===== config.mk =====
export PLATFORM = sky130hd
export DESIGN_NAME = lsu
export DESIGN_NICKNAME = d
export VERILOG_FILES = /design/src/rtl/lsu.sv
export SDC_FILE = /design/constraint.sdc
export NUM_CORES = 1
export LEC_CHECK = 0
export ABC_AREA = 1
export ABC_CLOCK_PERIOD_IN_PS = 3600
export BUFFER_PORTS_ARGS = -buffer_cell sky130_fd_sc_hd__buf_2
export CAP_MARGIN = 20
export CORE_MARGIN = 5
export CORE_UTILIZATION = 50
export CTS_BUF_LIST = sky130_fd_sc_hd__clkbuf_8
export DETAILED_ROUTE_END_ITERATION = 10
export PLACE_DENSITY = 0.93
export SLEW_MARGIN = 20
export SYNTH_ARGS = -nofsm -noshare
export SYNTH_HDL_FRONTEND = slang
export SYNTH_SLANG_ARGS = --single-unit
export TNS_END_PERCENT = 30

===== constraint.sdc =====
create_clock -name clk -period 3.6 [get_ports clk]
set_clock_uncertainty 0.15 [all_clocks]
set_input_delay 0.72 -clock clk [delete_from_list [all_inputs] [get_ports clk]]
set_output_delay 0.72 -clock clk [all_outputs]
set_load 0.03 [all_outputs]

===== src/rtl/lsu.sv =====
// lsu: load/store unit driving a one-cycle combinational memory port; `LSU_MISALIGN_CHECK_EN adds misalignment traps.
// Result 2+LAT cycles after accept (1 for non-memory/trapped ops); in_ready low while busy, result held until out_ready.
module lsu #(
    parameter int unsigned LAT = 0
) (
    input  logic        clk,
    input  logic        rst,
    input  logic        in_valid,
    output logic        in_ready,
    input  logic        in_load,
    input  logic        in_store,
    input  logic [2:0]  in_funct3,
    input  logic [31:0] in_addr,
    input  logic [31:0] in_wdata,
    input  logic [4:0]  in_rd,
    output logic        out_valid,
    input  logic        out_ready,
    output logic [31:0] out_data,
    output logic [4:0]  out_rd,
    output logic        out_exc,
    output logic        mem_en,
    output logic        mem_wr,
    output logic [31:0] mem_addr,
    output logic [31:0] mem_wdata,
    output logic [3:0]  mem_wstrb,
    input  logic [31:0] mem_rdata
);
    typedef enum logic [1:0] {S_IDLE, S_ISSUE, S_WAIT, S_RESP} state_t;

    typedef struct packed {
        logic        store;
        logic [2:0]  funct3;
        logic [31:0] addr;
        logic [31:0] wdata;
        logic [4:0]  rd;
    } req_t;

    localparam logic [3:0] LAT_CNT = 4'(LAT);

    state_t      r_state;
    state_t      w_next;
    req_t        r_req;
    logic [3:0]  r_cnt;
    logic [31:0] r_data;
    logic        r_exc;
    logic        w_accept;
    logic        w_is_mem;
    logic        w_misalign;
    logic [15:0] w_lane;
    logic [31:0] w_load_val;

    assign w_is_mem = in_load | in_store;
    assign w_accept = in_valid & in_ready;

`ifdef LSU_MISALIGN_CHECK_EN
    assign w_misalign = w_is_mem & (in_funct3[1] ? (in_addr[1:0] != 2'b00) : (in_funct3[0] & in_addr[0]));
`else
    assign w_misalign = 1'b0;
`endif

    always_ff @(posedge clk or posedge rst) begin
        if (rst) begin
            r_state <= S_IDLE;
        end else begin
            r_state <= w_next;
        end
    end

    always_comb begin
        w_next    = r_state;
        in_ready  = 1'b0;
        out_valid = 1'b0;
        mem_en    = 1'b0;
        mem_wr    = 1'b0;
        case (r_state)
            S_IDLE: begin
                in_ready = ~rst;
                if (in_valid & ~rst) begin
                    w_next = (w_is_mem & ~w_misalign) ? S_ISSUE : S_RESP;
                end
            end
            S_ISSUE: begin
                mem_en = 1'b1;
                mem_wr = r_req.store;
                w_next = (LAT == 0) ? S_RESP : S_WAIT;
            end
            S_WAIT: begin
                if (r_cnt == 4'd1) begin
                    w_next = S_RESP;
                end
            end
            S_RESP: begin
                out_valid = 1'b1;
                if (out_ready) begin
                    w_next = S_IDLE;
                end
            end
            default: w_next = S_IDLE;
        endcase
    end

    // Stores and traps settle out_data at accept; loads overwrite it in ISSUE.
    always_ff @(posedge clk or posedge rst) begin
        if (rst) begin
            r_req  <= '0;
            r_cnt  <= 4'd0;
            r_data <= 32'd0;
            r_exc  <= 1'b0;
        end else begin
            if (w_accept) begin
                r_req  <= '{store: in_store, funct3: in_funct3, addr: in_addr, wdata: in_wdata, rd: in_rd};
                r_exc  <= w_misalign;
                r_data <= (in_store & ~w_misalign) ? 32'd0 : in_addr;
            end
            if (r_state == S_ISSUE) begin
                r_cnt <= LAT_CNT;
                if (!r_req.store) begin
                    r_data <= w_load_val;
                end
            end else if (r_state == S_WAIT) begin
                r_cnt <= r_cnt - 4'd1;
            end
        end
    end

    assign w_lane = r_req.funct3[0] ? 16'(mem_rdata >> {r_req.addr[1], 4'b0000})
                                    : 16'(mem_rdata >> {r_req.addr[1:0], 3'b000});

    always_comb begin
        if (r_req.funct3[1]) begin
            w_load_val = mem_rdata;
        end else if (r_req.funct3[0]) begin
            w_load_val = {{16{~r_req.funct3[2] & w_lane[15]}}, w_lane};
        end else begin
            w_load_val = {{24{~r_req.funct3[2] & w_lane[7]}}, w_lane[7:0]};
        end
    end

    always_comb begin
        if (r_req.funct3[1]) begin
            mem_wdata = r_req.wdata;
            mem_wstrb = 4'b1111;
        end else if (r_req.funct3[0]) begin
            mem_wdata = {16'd0, r_req.wdata[15:0]} << {r_req.addr[1], 4'b0000};
            mem_wstrb = 4'b0011 << {r_req.addr[1], 1'b0};
        end else begin
            mem_wdata = {24'd0, r_req.wdata[7:0]} << {r_req.addr[1:0], 3'b000};
            mem_wstrb = 4'b0001 << r_req.addr[1:0];
        end
    end

    assign mem_addr = {r_req.addr[31:2], 2'b00};
    assign out_data = r_data;
    assign out_rd   = r_req.rd;
    assign out_exc  = r_exc;

endmodule

==> flow_metrics.env, run 1 <==
export IMPL_critPathSlowestCell="dfrtp_2"
export IMPL_cpLargestDelayFamily="buffers and inverters"
export IMPL_wl_met1_mm=7.371
export IMPL_num_antenna_cells=0
export IMPL_synth_area_mm2=0.005893
export IMPL_yosysWarningCount=0
export IMPL_nets=1061
export IMPL_firstDrtPassIters=5
export IMPL_cts_tree="yes"
export IMPL_cp_slowest_stage_delay_ns=0.66
export IMPL_fin_crit_ns=3.289
export IMPL_grt_pass1_wl_mm=28.41
export IMPL_hp_class="register to register"
export IMPL_path_cells="inv_1 > buf_4 > nand2_1 > clkinv_1 > o22ai_1 > buf_2"
export IMPL_worstPathRequired_ns=2.73
export IMPL_fmax_ghz=0.3040
export IMPL_cp_end_kind="primary output"
export IMPL_drt_iter0_drc=472
export IMPL_p_per_area_mw_per_mm2=1071
export IMPL_nFillCells=1038
export IMPL_fin_tns_setup_ns=0
export IMPL_worst_path_buf_inv=4
export IMPL_wl_met3_mm=1.868
export IMPL_cts_buffer_depth=2
export IMPL_htreeDepth=3
export IMPL_leakagePower_nw=3.862
export IMPL_worstPathArrival_ns=2.42
export IMPL_antenna_found_initial=0
export IMPL_chipHeight_um=118.6
export IMPL_row_count=39
export IMPL_postSynthAreaPerCell_um2=7.517
export IMPL_path_clk_slew_ns=0.10
export IMPL_clock_latency_ns=0.37
export IMPL_crit_cells=6
export IMPL_wl_per_cell_um=16.60
export IMPL_synthTopCellsByCount="nand2_1, dfrtp_1, a21oi_1, o21ai_0, inv_1"
export IMPL_crit_path_start_kind="register"
export IMPL_dr_wl_met2_mm=8.495
export IMPL_hpwl_mm=13.52
export IMPL_min_path_cells=2
export IMPL_port_buffers=216
export IMPL_synth_cells=784
export IMPL_crit_fanout=24
export IMPL_grt_ovfl_total=0
export IMPL_cts_sinks=111
export IMPL_stdcell_area_mm2=0.007000
export IMPL_setup_viol=0
export IMPL_synth_ff_type="dfrtp_1"
export IMPL_synth_most_common_cell="nand2_1"
export IMPL_slew_headroom_pct=41.22
export IMPL_placed_cell_area_mm2=0.006804
export IMPL_synth_edff_count=0
export IMPL_hold_violations=0
export IMPL_yosys_area_top_type="dfrtp_1"
export IMPL_vias=5727
export IMPL_maxCapViolCount=0
export IMPL_seq_area_frac_synth_pct=47.13
export IMPL_peakVddDrop_mv=0.6574
export IMPL_synth_distinct_cells=29
export IMPL_drv_slew=0
export IMPL_ant_nets=0
export IMPL_fin_crit_sh_pct=91.37
export IMPL_r2r_slack_ns=1.10
export IMPL_synth_async_sr_flop_share_pct=100.0
export IMPL_synthTopCellsByArea="dfrtp_1, nand2_1, a21oi_1"
export IMPL_synth_top_cell_area_share_pct=47.13
export IMPL_cts_resized=0
export IMPL_rsz0062_at_grt="no"
export IMPL_final_layout_size_suffix_gt1_share_pct=28.06
export IMPL_syn_to_final_growth_pct=18.79
export IMPL_die_w_um=118.6
export IMPL_dieArea_mm2=0.01406
export IMPL_cts_root_buf="clkbuf_8"
export IMPL_top_layer="met4"
export IMPL_cts_hold_buf=0
export IMPL_coreArea_mm2=0.01147
export IMPL_grt_usage_pct=24.89
export IMPL_drcViolationCount=0
export IMPL_ys_ff_latch=111
export IMPL_initial_core_util_pct=51.39
export IMPL_globalplace_congestion=0.9310
export IMPL_outcome="completed"
export IMPL_postCtsSetupRepairBufs=0
export IMPL_grt_pass1_vias=5549
export IMPL_crit_type="register to primary output"
export IMPL_worstMarginPinSlew_ns=0.8818
export IMPL_cts_buffers=9
export IMPL_vias_per_cell=5.249
export IMPL_grt_max_degree=77
export IMPL_io_pins=220
export IMPL_drt_wl_total_mm=18.12
export IMPL_rr_worst_depth=10
[cell usage in the layout, fill, tap and decap left out, drive strengths merged]
cell type and instances:
a21oi 88, clkinv 4, or2 2, o22ai 11
conb 3, o211ai 3, o21ai 66, nor2 48
dfrtp 111, a22oi 2, clkbuf 10, clkinvlp 2
nand4 1, buf 226, nand3 6, nor3 9
inv 60, bufinv 1, a211oi 4, nand2 280
o221ai 4, ha 7
[flip-flops by register name, summed over array words and instances, names as in the netlist]
name / cells
out_data: 32
r_state: 2
r_req: 38
out_rd: 5
r_cnt: 4
mem_addr: 30
[kinds of logic (layout without fill, tap and decap cells)]
family	Yosys count	count (layout)	synth area share [%]
other	1	3	0.06363
DFF	111	111	47.13
adders and majority gates	7	7	1.486
AOI/OAI and AO/OA	178	178	16.69
and+or+nand+nor	346	346	22.95
buffers and inverters	141	303	11.68
[power breakdown]
group | internal (mW) | switching (mW) | leakage (nW)
clock network | 0.337 | 0.420 | 0.0944
logic | 1.28 | 3.23 | 2.42
registers | 1.86 | 0.372 | 1.35
total | 3.47 | 4.02 | 3.86
[cell type report]
type	instances	area [um^2]	area share (%)
multi-input cells	534	2442	34.89
well taps	143	178.9	2.556
clock inverters	5	58.81	0.8400
flip-flops and latches	111	2779	39.70
inverters	62	235.2	3.360
clock buffers	10	137.6	1.966
repair buffers	226	1169	16.69
[metrics by stage]
step / setup WS [ns] / utilization, % / total power, mW / hold slack [ns] / cells
floorplan: 0.3495 / - / 5.681 / 0.2917 / 786
global placement: 0.8928 / 59.33 / 6.641 / 0.2974 / 1076
CTS: 0.3430 / 61.05 / 7.515 / 0.3274 / 1091
finish: 0.3107 / 61.05 / 7.495 / 0.3231 / 1091
detailed placement: 0.7704 / 59.33 / 6.743 / 0.3037 / 1076
global route: 0.1826 / 61.05 / 8.028 / 0.3511 / 1091
[final timing paths]
path	startpoint	to
hold reg to reg	mem_addr[17]	mem_addr[17]
hold / removal	mem_addr[17]	mem_addr[17]
setup reg to reg	r_state[0]	out_data[5]
max in group asynchronous	rst	r_req[70]
min in group asynchronous	rst	r_state[0]
setup / recovery	r_req[70]	mem_wdata[15]
[metal layers]
| layer | vias to the layer above | track usage, % |
|---|---|---|
| li1 | 2771 | - |
| met2 | 298 | 40.42 |
| met5 | - | 0 |
| met1 | 2626 | 31.94 |
| met3 | 32 | 7.450 |
| met4 | 0 | 8.150 |
[tightest hold or removal path, cell delays in order (launching register included)]
cell and delay (ns):
dfrtp_1 0.35, nand2_1 0.05, nand2_1 0.04
No activity file was read; power rests on OpenSTA's default activity.
==> inputs of run 2 (changes only) <==
--- a/config.mk
+++ b/config.mk
@@ -6,7 +6,7 @@
 export NUM_CORES = 1
 export LEC_CHECK = 0
 export ABC_AREA = 1
-export ABC_CLOCK_PERIOD_IN_PS = 3600
+export ABC_CLOCK_PERIOD_IN_PS = 3860
 export BUFFER_PORTS_ARGS = -buffer_cell sky130_fd_sc_hd__buf_2
 export CAP_MARGIN = 20
 export CORE_MARGIN = 5
==> constraint.sdc (replaced) <==
create_clock -name clk -period 3.86 [get_ports clk]
set_clock_uncertainty 0.15 [all_clocks]
set_input_delay 0.772 -clock clk [delete_from_list [all_inputs] [get_ports clk]]
set_output_delay 0.772 -clock clk [all_outputs]
set_load 0.03 [all_outputs]
==> run 2 against run 1 <==
Effect of this change: non-clock buffer count is 1 lower; flip-flop and latch count unchanged; cell area down 0.27%; clock-buffer cell count increased by 1; worst setup slack improved by 0.17 ns; wire length decreased by 0.45%; first-iteration DRC count rose by 20%; highest routed layer is now met5.
==> flow_metrics.env, run 2 (same netlist as run 1, synthesis figures left out) <==
export IMPL_top_layer="met5"
export IMPL_htreeDepth=3
export IMPL_io_pins=220
export IMPL_firstDrtPassIters=6
export IMPL_cts_root_buf="clkbuf_8"
export IMPL_cts_tree="yes"
export IMPL_wl_met1_mm=7.305
export IMPL_cts_buffers=9
export IMPL_ant_nets=0
export IMPL_outcome="completed"
export IMPL_cts_buffer_depth=2
export IMPL_hpwl_mm=13.36
export IMPL_pre_cts_ws_ns=0.9697
export IMPL_r2r_slack_ns=1.39
export IMPL_leakagePower_nw=3.863
export IMPL_wl_met3_mm=1.803
export IMPL_largest_reg_flops=38
export IMPL_postCtsSetupRepairBufs=0
export IMPL_cts_sinks=111
export IMPL_vias_per_cell=5.295
export IMPL_slew_headroom_pct=38.11
export IMPL_grt_ovfl_total=0
export IMPL_crit_type="register to primary output"
export IMPL_finalWorstSetupSlack_ns=0.4823
export IMPL_rsz0062_at_grt="no"
export IMPL_drt_iter0_drc=567
export IMPL_fin_crit_ns=3.378
export IMPL_port_buffers=216
export IMPL_p_per_area_mw_per_mm2=1000
export IMPL_worstPathArrival_ns=2.46
export IMPL_final_common_cell="nand2_1"
export IMPL_seq_area_mm2=0.002779
export IMPL_num_antenna_cells=0
export IMPL_min_from="mem_addr[24]"
export IMPL_dr_wl_met2_mm=8.558
export IMPL_worstMarginPinSlew_ns=0.9271
export IMPL_fmax_ghz=0.2961
export IMPL_crit_fanout=27
export IMPL_hold_violations=0
export IMPL_drcViolationCount=0
export IMPL_fin_tns_setup_ns=0
export IMPL_cts_hold_buf=0
export IMPL_final_cell_mix="nand2_1, buf_2, dfrtp_1"
export IMPL_globalplace_congestion=0.9433
export IMPL_path_clk_slew_ns=0.10
export IMPL_syn_to_final_growth_pct=18.47
export IMPL_final_layout_size_suffix_gt1_share_pct=27.88
export IMPL_multi_input_area_mm2=0.002442
export IMPL_nFillCells=1014
export IMPL_antenna_found_initial=1
export IMPL_crit_path_start_kind="register"
export IMPL_r2r_start="r_state[0]"
export IMPL_chipHeight_um=118.6
export IMPL_coreArea_mm2=0.01147
export IMPL_dieArea_mm2=0.01406
export IMPL_cts_resized=0
export IMPL_hp_class="register to register"
export IMPL_grt_pass1_vias=5610
export IMPL_nets=1060
export IMPL_maxCapViolCount=0
export IMPL_cp_end_kind="primary output"
export IMPL_largest_register="r_req"
export IMPL_clock_latency_ns=0.37
export IMPL_peakVddDrop_mv=0.5970
export IMPL_vias=5772
export IMPL_drt_wl_total_mm=18.04
export IMPL_drv_slew=0
export IMPL_die_w_um=118.6
export IMPL_wl_per_cell_um=16.55
export IMPL_grt_pass1_wl_mm=28.63
export IMPL_grt_usage_pct=25.04
export IMPL_row_count=39
export IMPL_dp_cells=1075
export IMPL_setup_viol=0
export IMPL_worstPathRequired_ns=2.94
export IMPL_fin_crit_sh_pct=87.51
export IMPL_initial_core_util_pct=51.39
export IMPL_stdcell_count=1090
export IMPL_cp_startpoint="r_req[70]"
export IMPL_grt_max_degree=71
[run 2: changes by cell type in the layout (fill, tap and decap cells not counted)]
cell	delta
buf_12	-1
clkbuf_8	+1
clkinv_4	-1
inv_1	+1
clkinvlp_4	-1
[run 2: final timing paths]
path                       depth (start not counted)       endpoint
max                                                5  mem_wdata[15]
min                                                2   mem_addr[24]
max reg2reg                                        8    out_data[7]
min reg2reg                                        2   mem_addr[24]
max in group asynchronous                          4      r_req[70]
min in group asynchronous                          3   mem_addr[31]
[run 2: per-layer routing]
layer | track usage (%) | vias up
met3 | 6.590 | 36
met2 | 41.29 | 309
met4 | 6.945 | 2
li1 | - | 2772
met5 | 0 | -
met1 | 32.72 | 2653
[run 2: layout make-up]
cell class / count / share of cell area [%]
clock buffers: 11 / 2.168
multi-input cells: 534 / 34.98
inverters: 62 / 3.369
well taps: 143 / 2.563
repair buffers: 225 / 16.45
flip-flops and latches: 111 / 39.80
clock inverters: 4 / 0.6631
[run 2: power by group]
| group | leakage (nW) | switching (mW) | internal [mW] |
|---|---|---|---|
| sequential | 1.35 | 0.344 | 1.73 |
| clock | 0.103 | 0.394 | 0.330 |
| combinational | 2.41 | 3.00 | 1.18 |
| total | 3.86 | 3.74 | 3.24 |
[run 2: metrics by stage]
step / area [um^2] / utilization [%] / total power, mW / hold slack, ns
global placement: 6784 / 59.16 / 6.164 / 0.2983
detailed placement: 6784 / 59.16 / 6.265 / 0.3034
floorplan: 5901 / - / 5.298 / 0.2917
CTS: 6982 / 60.88 / 6.988 / 0.3272
global route: 6982 / 60.88 / 7.499 / 0.3464
finish: 6982 / 60.88 / 6.983 / 0.3241
[run 2: critical path, cell delays in order, from the launching register on]
cell	delay [ns]
dfrtp_2	0.69
inv_1	0.30
nand2_1	0.30
clkinv_1	0.30
o22ai_1	0.25
buf_2	0.24
